<file path="src/rtl/fetch_stage.sv">
// rtl/fetch_stage.sv - RV32I instruction fetch stage with IF/ID register and one-entry hold buffer
// One imem request in flight; a returned word lands in the hold buffer while IF/ID is stalled.
module fetch_stage #(
  parameter logic [31:0] RESET_PC  = 32'h0000_0000,
  parameter logic [31:0] NOP_INSTR = 32'h0000_0013
) (
  input  logic        clk,
  input  logic        rst_n,
  input  logic        PC_Write,
  input  logic        IF_ID_Write,
  input  logic        flush,
  input  logic [31:0] branch_target,
  output logic        imem_req,
  output logic [31:0] imem_addr,
  input  logic        imem_ack,
  input  logic [31:0] imem_rdata,
  output logic [31:0] IF_ID_PC,
  output logic [31:0] IF_ID_Instr,
  output logic        IF_ID_Valid
);

  typedef enum logic [1:0] {S_FETCH, S_WAIT, S_DRAIN, S_HOLD} state_t;

  state_t      state_q, state_d;
  logic [31:0] fetch_pc_q, fetch_pc_d;
  logic [31:0] hb_pc_q, hb_pc_d;
  logic [31:0] hb_instr_q, hb_instr_d;
  logic        req_d;
  logic [31:0] addr_d;
  logic [31:0] if_pc_d, if_instr_d;
  logic        if_valid_d;
  logic [31:0] addr_inc;

  assign addr_inc = imem_addr + 32'd4;

  always_ff @(posedge clk or negedge rst_n) begin
    if (!rst_n) begin
      state_q     <= S_FETCH;
      fetch_pc_q  <= RESET_PC;
      hb_pc_q     <= 32'd0;
      hb_instr_q  <= 32'd0;
      imem_req    <= 1'b0;
      imem_addr   <= RESET_PC;
      IF_ID_PC    <= 32'd0;
      IF_ID_Instr <= NOP_INSTR;
      IF_ID_Valid <= 1'b0;
    end else begin
      state_q     <= state_d;
      fetch_pc_q  <= fetch_pc_d;
      hb_pc_q     <= hb_pc_d;
      hb_instr_q  <= hb_instr_d;
      imem_req    <= req_d;
      imem_addr   <= addr_d;
      IF_ID_PC    <= if_pc_d;
      IF_ID_Instr <= if_instr_d;
      IF_ID_Valid <= if_valid_d;
    end
  end

  always_comb begin
    state_d    = state_q;
    fetch_pc_d = fetch_pc_q;
    hb_pc_d    = hb_pc_q;
    hb_instr_d = hb_instr_q;
    req_d      = imem_req;
    addr_d     = imem_addr;
    // Nothing delivered: a stalled IF/ID holds, otherwise it takes a bubble.
    if (IF_ID_Write) begin
      if_pc_d    = IF_ID_PC;
      if_instr_d = IF_ID_Instr;
      if_valid_d = IF_ID_Valid;
    end else begin
      if_pc_d    = 32'd0;
      if_instr_d = NOP_INSTR;
      if_valid_d = 1'b0;
    end

    if (flush) begin
      fetch_pc_d = branch_target;
      hb_pc_d    = 32'd0;
      hb_instr_d = 32'd0;
      if_pc_d    = 32'd0;
      if_instr_d = NOP_INSTR;
      if_valid_d = 1'b0;
      case (state_q)
        S_WAIT: begin
          // An unacked request cannot be withdrawn; drain it in DRAIN.
          if (imem_ack) begin
            req_d   = 1'b0;
            state_d = S_FETCH;
          end else begin
            state_d = S_DRAIN;
          end
        end
        S_DRAIN: begin
          if (imem_ack) begin
            req_d   = 1'b0;
            state_d = S_FETCH;
          end
        end
        S_HOLD:  state_d = S_FETCH;
        default: state_d = S_FETCH;
      endcase
    end else begin
      case (state_q)
        S_FETCH: begin
          if (PC_Write) begin
            req_d   = 1'b1;
            addr_d  = fetch_pc_q;
            state_d = S_WAIT;
          end
        end
        S_WAIT: begin
          if (imem_ack) begin
            fetch_pc_d = addr_inc;
            if (!IF_ID_Write) begin
              if_pc_d    = imem_addr;
              if_instr_d = imem_rdata;
              if_valid_d = 1'b1;
              if (PC_Write) begin
                addr_d = addr_inc;
              end else begin
                req_d   = 1'b0;
                state_d = S_FETCH;
              end
            end else begin
              hb_pc_d    = imem_addr;
              hb_instr_d = imem_rdata;
              req_d      = 1'b0;
              state_d    = S_HOLD;
            end
          end
        end
        S_DRAIN: begin
          if (imem_ack) begin
            req_d   = 1'b0;
            state_d = S_FETCH;
          end
        end
        S_HOLD: begin
          if (!IF_ID_Write) begin
            if_pc_d    = hb_pc_q;
            if_instr_d = hb_instr_q;
            if_valid_d = 1'b1;
            if (PC_Write) begin
              req_d   = 1'b1;
              addr_d  = fetch_pc_q;
              state_d = S_WAIT;
            end else begin
              state_d = S_FETCH;
            end
          end
        end
        default: state_d = S_FETCH;
      endcase
    end
  end

endmodule

</file>
<file path="config.mk">
export PLATFORM = sky130hd
export DESIGN_NAME = fetch_stage
export DESIGN_NICKNAME = d
export VERILOG_FILES = /design/src/rtl/fetch_stage.sv
export SDC_FILE = /design/constraint.sdc
export NUM_CORES = 1
export LEC_CHECK = 0
export CORE_MARGIN = 8
export CORE_UTILIZATION = 55
export CTS_CLUSTER_SIZE = 20
export DETAILED_ROUTE_END_ITERATION = 8
export GPL_ROUTABILITY_DRIVEN = 0
export PLACE_DENSITY = 0.83
export SLEW_MARGIN = 20
export SYNTH_ARGS = -nofsm -noshare
export SYNTH_HDL_FRONTEND = slang
export SYNTH_SLANG_ARGS = --single-unit
</file>
<file path="constraint.sdc">
create_clock -name clk -period 3.1 [get_ports clk]
set_input_delay 0.62 -clock clk [delete_from_list [all_inputs] [get_ports clk]]
set_output_delay 0.62 -clock clk [all_outputs]
set_load 0.01 [all_outputs]
</file>
---- Word-level counts from Yosys, hierarchy flattened ----
Index checks and enable logic that the tools add are counted.
W data, S select, Z words.
cells by class
  add/subtract/negate cells ............... 1
  mux-type cells .......................... 54
  bitwise gates (word level) .............. 1
  eq/ne operators ......................... 12
  reductions and logical operators ........ 11
operators by type and width
  kind                     count
  $mux W32                 26
  $pmux W32 S2             2
  $pmux W32 S3             1
  $add A32 B3 Y32 const B  1
  $mux W2                  8
  $mux W1                  13
  $ne A2 B2 Y1 const B     5
  $ne A3 B3 Y1 const B     3
  $pmux W2 S4              1
  $reduce_and A4 Y1        2
  $reduce_and A6 Y1        1
  $reduce_bool A2 Y1       3
  $eq A2 B2 Y1 const B     2
  $ne A4 B4 Y1 const B     1
  $pmux W1 S4              1
  $pmux W2 S2              1
  $reduce_and A3 Y1        1
  $reduce_bool A3 Y1       1
  $eq A2 B1 Y1 const B     1
  $logic_not A2 Y1         1
  $pmux W1 S2              1
  $reduce_and A2 Y1        1
  $reduce_or A2 Y1         1
  $not A1 Y1               1
storage, ports and cells
  register bits ........................... 196
  output and inout bits ................... 98

---- Logic depth before layout (Yosys ltp) ----
  word-level depth ........................ 5
  mapped depth ............................ 9

---- Worst setup path before layout ----
Ideal clock, no wire load.
  path kind ............................... register to register
  start point ............................. register imem_addr[2]
  end point ............................... register imem_addr[31]
  stages on the path, launching flop included .. 7
  arrival time ............................ 2,047 ps
  required time ........................... 3,031 ps
  slack ................................... 984 ps
  path buffers ............................ 1
  cells stage by stage .................... dfrtp_1 -> clkbuf_2 -> and4_2 -> nand4_4 -> or4b_4 -> or4b_1 -> nand3_1
between the ends
  longest elaborated chain between the ends .. 5
RTL lines
  item                    line  text
  from (decl)             14    output logic [31:0] imem_addr,
  from (signal assigned)  53    imem_addr <= addr_d;
  $add A32 B3 Y32         34    assign addr_inc = imem_addr + 32'd4;
  $mux W32                120   if (PC_Write) begin
  $mux W32                116   if (!IF_ID_Write) begin
  $mux W32                114   if (imem_ack) begin
  $pmux W32 S3            105   case (state_q)
No other way between the ends. The select of a mux whose other input is x is not followed.
A chain may end at the register's enable or synchronous reset.

---- Worst setup path after layout ----
  start point ............................. register state_q[1]
  end point ............................... register fetch_pc_q[11]
between the ends
  longest elaborated chain between the ends .. 3
RTL lines
  item                          line  text
  from (decl)                   24    state_t state_q, state_d;
  from (signal assigned)        48    state_q <= state_d;
  $eq A2 B1 Y1                  105
  $reduce_bool A2 Y1 (no line)  --
  $reduce_and A2 Y1 (no line)   --
  to (signal assigned)          49    fetch_pc_q <= fetch_pc_d;
  to (decl)                     25    logic [31:0] fetch_pc_q, fetch_pc_d;
No other way between the ends.

==> metrics.log <==
INFO  metric outcome = finished clean
INFO  metric total_leakage_power = 4.96 nW
INFO  metric cap_viol_max_count = 0
INFO  metric pre_cts_ws = 0.346 ns
INFO  metric synth_edf_count = 0
INFO  metric synth-warning-count = 0
INFO  metric min-delay-path-class = in2async
INFO  metric highest_fanout_seen_on_the_critical_path = 37
INFO  metric power.share.switching = 0.368
INFO  metric area_growth_syn_to_layout = 24.3%
INFO  metric clock_skew = 0.0147 ns
INFO  metric vias_per_cell = 6.07
INFO  metric worst_setup_hold_path_clk_slew = 0.07 ns
INFO  metric postSynth.asyncResetShare = 1.00
INFO  metric drt_first_pass_iters = 6
INFO  metric floorplan.die.width = 149 µm
INFO  metric synth.net_count = 1214
INFO  metric clkSinkCount = 196
INFO  metric power_density_over_the_cells = 713 nW/µm²
INFO  metric grt_usage = 0.246
INFO  metric initial_antenna_violation_count = 0
INFO  metric floorplan.die_area = 22200 µm²
INFO  metric io_buffers = 167
INFO  metric post_synth.cell_area_avg = 8.55 µm²
INFO  metric placeableCoreArea = 17300 µm²
INFO  metric cts_htree_levels = 4
INFO  metric synth_area = 9740 µm²
INFO  metric timing_worst_setup_path_type = reg2reg
INFO  metric antennaDiodeCount = 0
INFO  metric share_of_final_layout_standard_cells_stronger_than_drive_strength_1 = 0.0646
INFO  metric clock_latency = 0.44 ns
INFO  metric cts_tree = built
INFO  metric grt_setup_unrepaired = no
INFO  metric final.setup.worst_slack = 0.588 ns
INFO  metric cts_hold_buffers = 0
INFO  metric synth-seq-area-share = 0.504
INFO  metric boundary_pin_count = 168
INFO  metric grt_start_max_net_pins = 83
INFO  metric floorplan.initialDensity = 0.563
INFO  metric data_required_time_of_the_worst_path = 3.40 ns
INFO  metric wl_per_cell = 18.5 µm
INFO  metric num_vias = 8973
INFO  metric core.rowCount = 48
INFO  metric grt_first_pass_wirelength = 44200 µm
INFO  metric combPwrFrac = 0.317
INFO  metric fin_crit = 2.51 ns
INFO  metric synthesis.instances = 1139
INFO  metric power.net_switching = 3.18 mW
INFO  metric ys_seq_elements = 196
INFO  metric power.internal = 5.45 mW
INFO  metric crit_arrival = 2.81 ns
INFO  metric ctsLongestPathBuffers = 2
INFO  metric power.ir.vdd_worst = 0.000505 V
INFO  metric netlist-cell-type-count = 54
INFO  metric antenna_left = 0
INFO  metric hpwlAfterDp = 17600 µm
INFO  metric finalHoldViolCount = 0
INFO  metric dieHeight = 149 µm
INFO  metric postRouteWirelength = 27400 µm
INFO  metric post_cts.repair.setup_buffers = 0
INFO  metric setup_violations = 0
INFO  metric seqPwrFrac = 0.425
INFO  metric start_kind = flip-flop
INFO  metric grt.overflow.total = 0
INFO  metric hold-worst-slack = 0.192 ns
INFO  metric worst-slew-pin-transition = 0.805 ns
INFO  metric crit_path_end_kind = flip-flop
INFO  metric clkPwrFrac = 0.258
INFO  metric detail_route.drc_violations = 0
INFO  metric numPlacedInstances = 1446
INFO  metric cts_made_buffers = 17
INFO  metric nNetsFinal = 1315
INFO  metric reg2reg_depth = 8
INFO  metric totalNegativeSetupSlack = 0 ns
INFO  metric slew_violations = 0
INFO  metric fin_cells = 1478
INFO  metric maxSlewHeadroom = 0.463
INFO  metric cts_root_buffer = sky130_fd_sc_hd__clkbuf_16
INFO  metric min_period_over_period = 0.810
INFO  metric dominantRegCellSynth = sky130_fd_sc_hd__dfrtp_1
INFO  metric first_global_vias = 8523
INFO  metric drtIter0Drc = 996
INFO  metric fmaxAchievable = 398 MHz
INFO  metric postCtsResizedCells = 0
[stage by stage]
stage | utilization | power (mW) | cell area [µm²]
final | 0.700 | 8.63 | 12100
after global routing | 0.700 | 9.05 | 12100
after CTS | 0.700 | 8.61 | 12100
after detailed placement | 0.665 | 6.38 | 11500
after global placement | 0.665 | 6.30 | 11500
after floorplan | - | 5.15 | 9740
[worst max-delay path, stage by stage, from the launching register on]
cell,delay (ns)
sky130_fd_sc_hd__dfrtp_1,0.45
sky130_fd_sc_hd__inv_1,0.10
sky130_fd_sc_hd__ha_1,0.47
sky130_fd_sc_hd__buf_4,0.50
sky130_fd_sc_hd__nand2_1,0.13
sky130_fd_sc_hd__buf_4,0.27
sky130_fd_sc_hd__and3_1,0.24
sky130_fd_sc_hd__a21oi_1,0.10
sky130_fd_sc_hd__o21ai_0,0.10
[final timing paths]
kind,start,slack (ns),to
min in group clk,fetch_pc_q[0],0.51,imem_addr[0]
max in group asynchronous,rst_n,2.13,fetch_pc_q[2]
worst max-delay path,state_q[1],0.59,fetch_pc_q[11]
worst min-delay path,rst_n,0.19,fetch_pc_q[25]
worst min register to register,fetch_pc_q[0],0.51,imem_addr[0]
worst max register to register,state_q[1],0.59,fetch_pc_q[11]
[state kept, by name (all words and copies together) (netlist names)]
register and count:
imem_addr 32, state_q 2, imem_req 1, hb_pc_q 32
IF_ID_Valid 1, IF_ID_Instr 32, IF_ID_PC 32, fetch_pc_q 32
hb_instr_q 32
[Yosys cell counts, types with 3 or more instances]
cell	n	area share
sky130_fd_sc_hd__dfstp_2	3	0.0081
sky130_fd_sc_hd__o22ai_1	19	0.012
sky130_fd_sc_hd__inv_1	8	0.0031
sky130_fd_sc_hd__mux2i_1	15	0.015
sky130_fd_sc_hd__buf_1	7	0.0027
sky130_fd_sc_hd__dfrtp_1	193	0.50
sky130_fd_sc_hd__clkbuf_2	3	0.0015
sky130_fd_sc_hd__o221ai_1	8	0.0072
sky130_fd_sc_hd__o21ai_0	60	0.031
sky130_fd_sc_hd__clkbuf_1	82	0.032
sky130_fd_sc_hd__a21oi_1	166	0.085
sky130_fd_sc_hd__and4_1	4	0.0036
sky130_fd_sc_hd__o221a_2	3	0.0035
sky130_fd_sc_hd__a22oi_1	61	0.047
sky130_fd_sc_hd__nand3_1	23	0.012
sky130_fd_sc_hd__a22o_1	3	0.0027
sky130_fd_sc_hd__and2_1	4	0.0026
sky130_fd_sc_hd__and3_1	17	0.011
sky130_fd_sc_hd__nand2_1	191	0.074
sky130_fd_sc_hd__a221oi_1	3	0.0027
sky130_fd_sc_hd__xor2_1	8	0.0072
sky130_fd_sc_hd__nand4_1	16	0.010
sky130_fd_sc_hd__xnor2_1	13	0.012
sky130_fd_sc_hd__nor3b_1	5	0.0039
sky130_fd_sc_hd__nor3_1	7	0.0036
sky130_fd_sc_hd__nor4_1	4	0.0026
sky130_fd_sc_hd__nor2_1	152	0.059
sky130_fd_sc_hd__a21o_1	5	0.0039
sky130_fd_sc_hd__buf_2	16	0.0082
sky130_fd_sc_hd__a31oi_1	3	0.0019
sky130_fd_sc_hd__ha_1	5	0.0064
[logic make-up after synthesis]
logic type      Yosys count  synth area share
fa+ha+maj                 5           0.00643
buf+inv                 118            0.0487
compound gates          343             0.207
flops                   196             0.504
simple gates            439             0.197
mux                      17            0.0177
xor+xnor                 21            0.0189
[cell type report]
cell class / count / area, µm²
multi-input cells: 825 / 4370
clock buffers: 18 / 439
clock inverters: 14 / 154
inverters: 8 / 30.0
repair buffers: 192 / 1920
fillers: 1363 / 5190
well taps: 225 / 282
flip-flops and latches: 196 / 4910
[cells in the final DEF (no fill, tap or decap), types with 5 or more instances in the layout]
cell type                         instances
sky130_fd_sc_hd__o221ai_1                 8
sky130_fd_sc_hd__buf_12                   5
sky130_fd_sc_hd__a21o_1                   5
sky130_fd_sc_hd__o22ai_1                 19
sky130_fd_sc_hd__o21ai_0                 60
sky130_fd_sc_hd__nor3_1                   7
sky130_fd_sc_hd__xor2_1                   8
sky130_fd_sc_hd__nand3_1                 23
sky130_fd_sc_hd__inv_1                    8
sky130_fd_sc_hd__nand2_1                190
sky130_fd_sc_hd__and3_1                  16
sky130_fd_sc_hd__xnor2_1                 13
sky130_fd_sc_hd__nor2_1                 152
sky130_fd_sc_hd__a22oi_1                 61
sky130_fd_sc_hd__dfrtp_1                193
sky130_fd_sc_hd__clkinvlp_4               5
sky130_fd_sc_hd__a21oi_1                166
sky130_fd_sc_hd__nand4_1                 16
sky130_fd_sc_hd__clkdlybuf4s50_1        164
sky130_fd_sc_hd__buf_4                   21
sky130_fd_sc_hd__mux2i_1                 15
sky130_fd_sc_hd__clkbuf_16               17
sky130_fd_sc_hd__nor3b_1                  5
[power groups by stage]
| stage | sequential (mW) | clock (mW) | combinational (mW) |
|---|---|---|---|
| after floorplan | 3.40 | 0 | 1.75 |
| after global placement | 3.66 | 0 | 2.64 |
| after detailed placement | 3.68 | 0 | 2.70 |
| after CTS | 3.64 | 2.24 | 2.73 |
| after global routing | 3.73 | 2.34 | 2.99 |
| final | 3.67 | 2.22 | 2.74 |
[per-layer routing]
layer / global-route usage / share of wire / routed length [µm]
met1: 0.337 / 0.42 / 11600
met2: 0.383 / 0.46 / 12700
met3: 0.0431 / 0.084 / 2300
met4: 0.0979 / 0.027 / 751
met5: 0 / 0 / 0
Power figures use the tool's default switching activity.
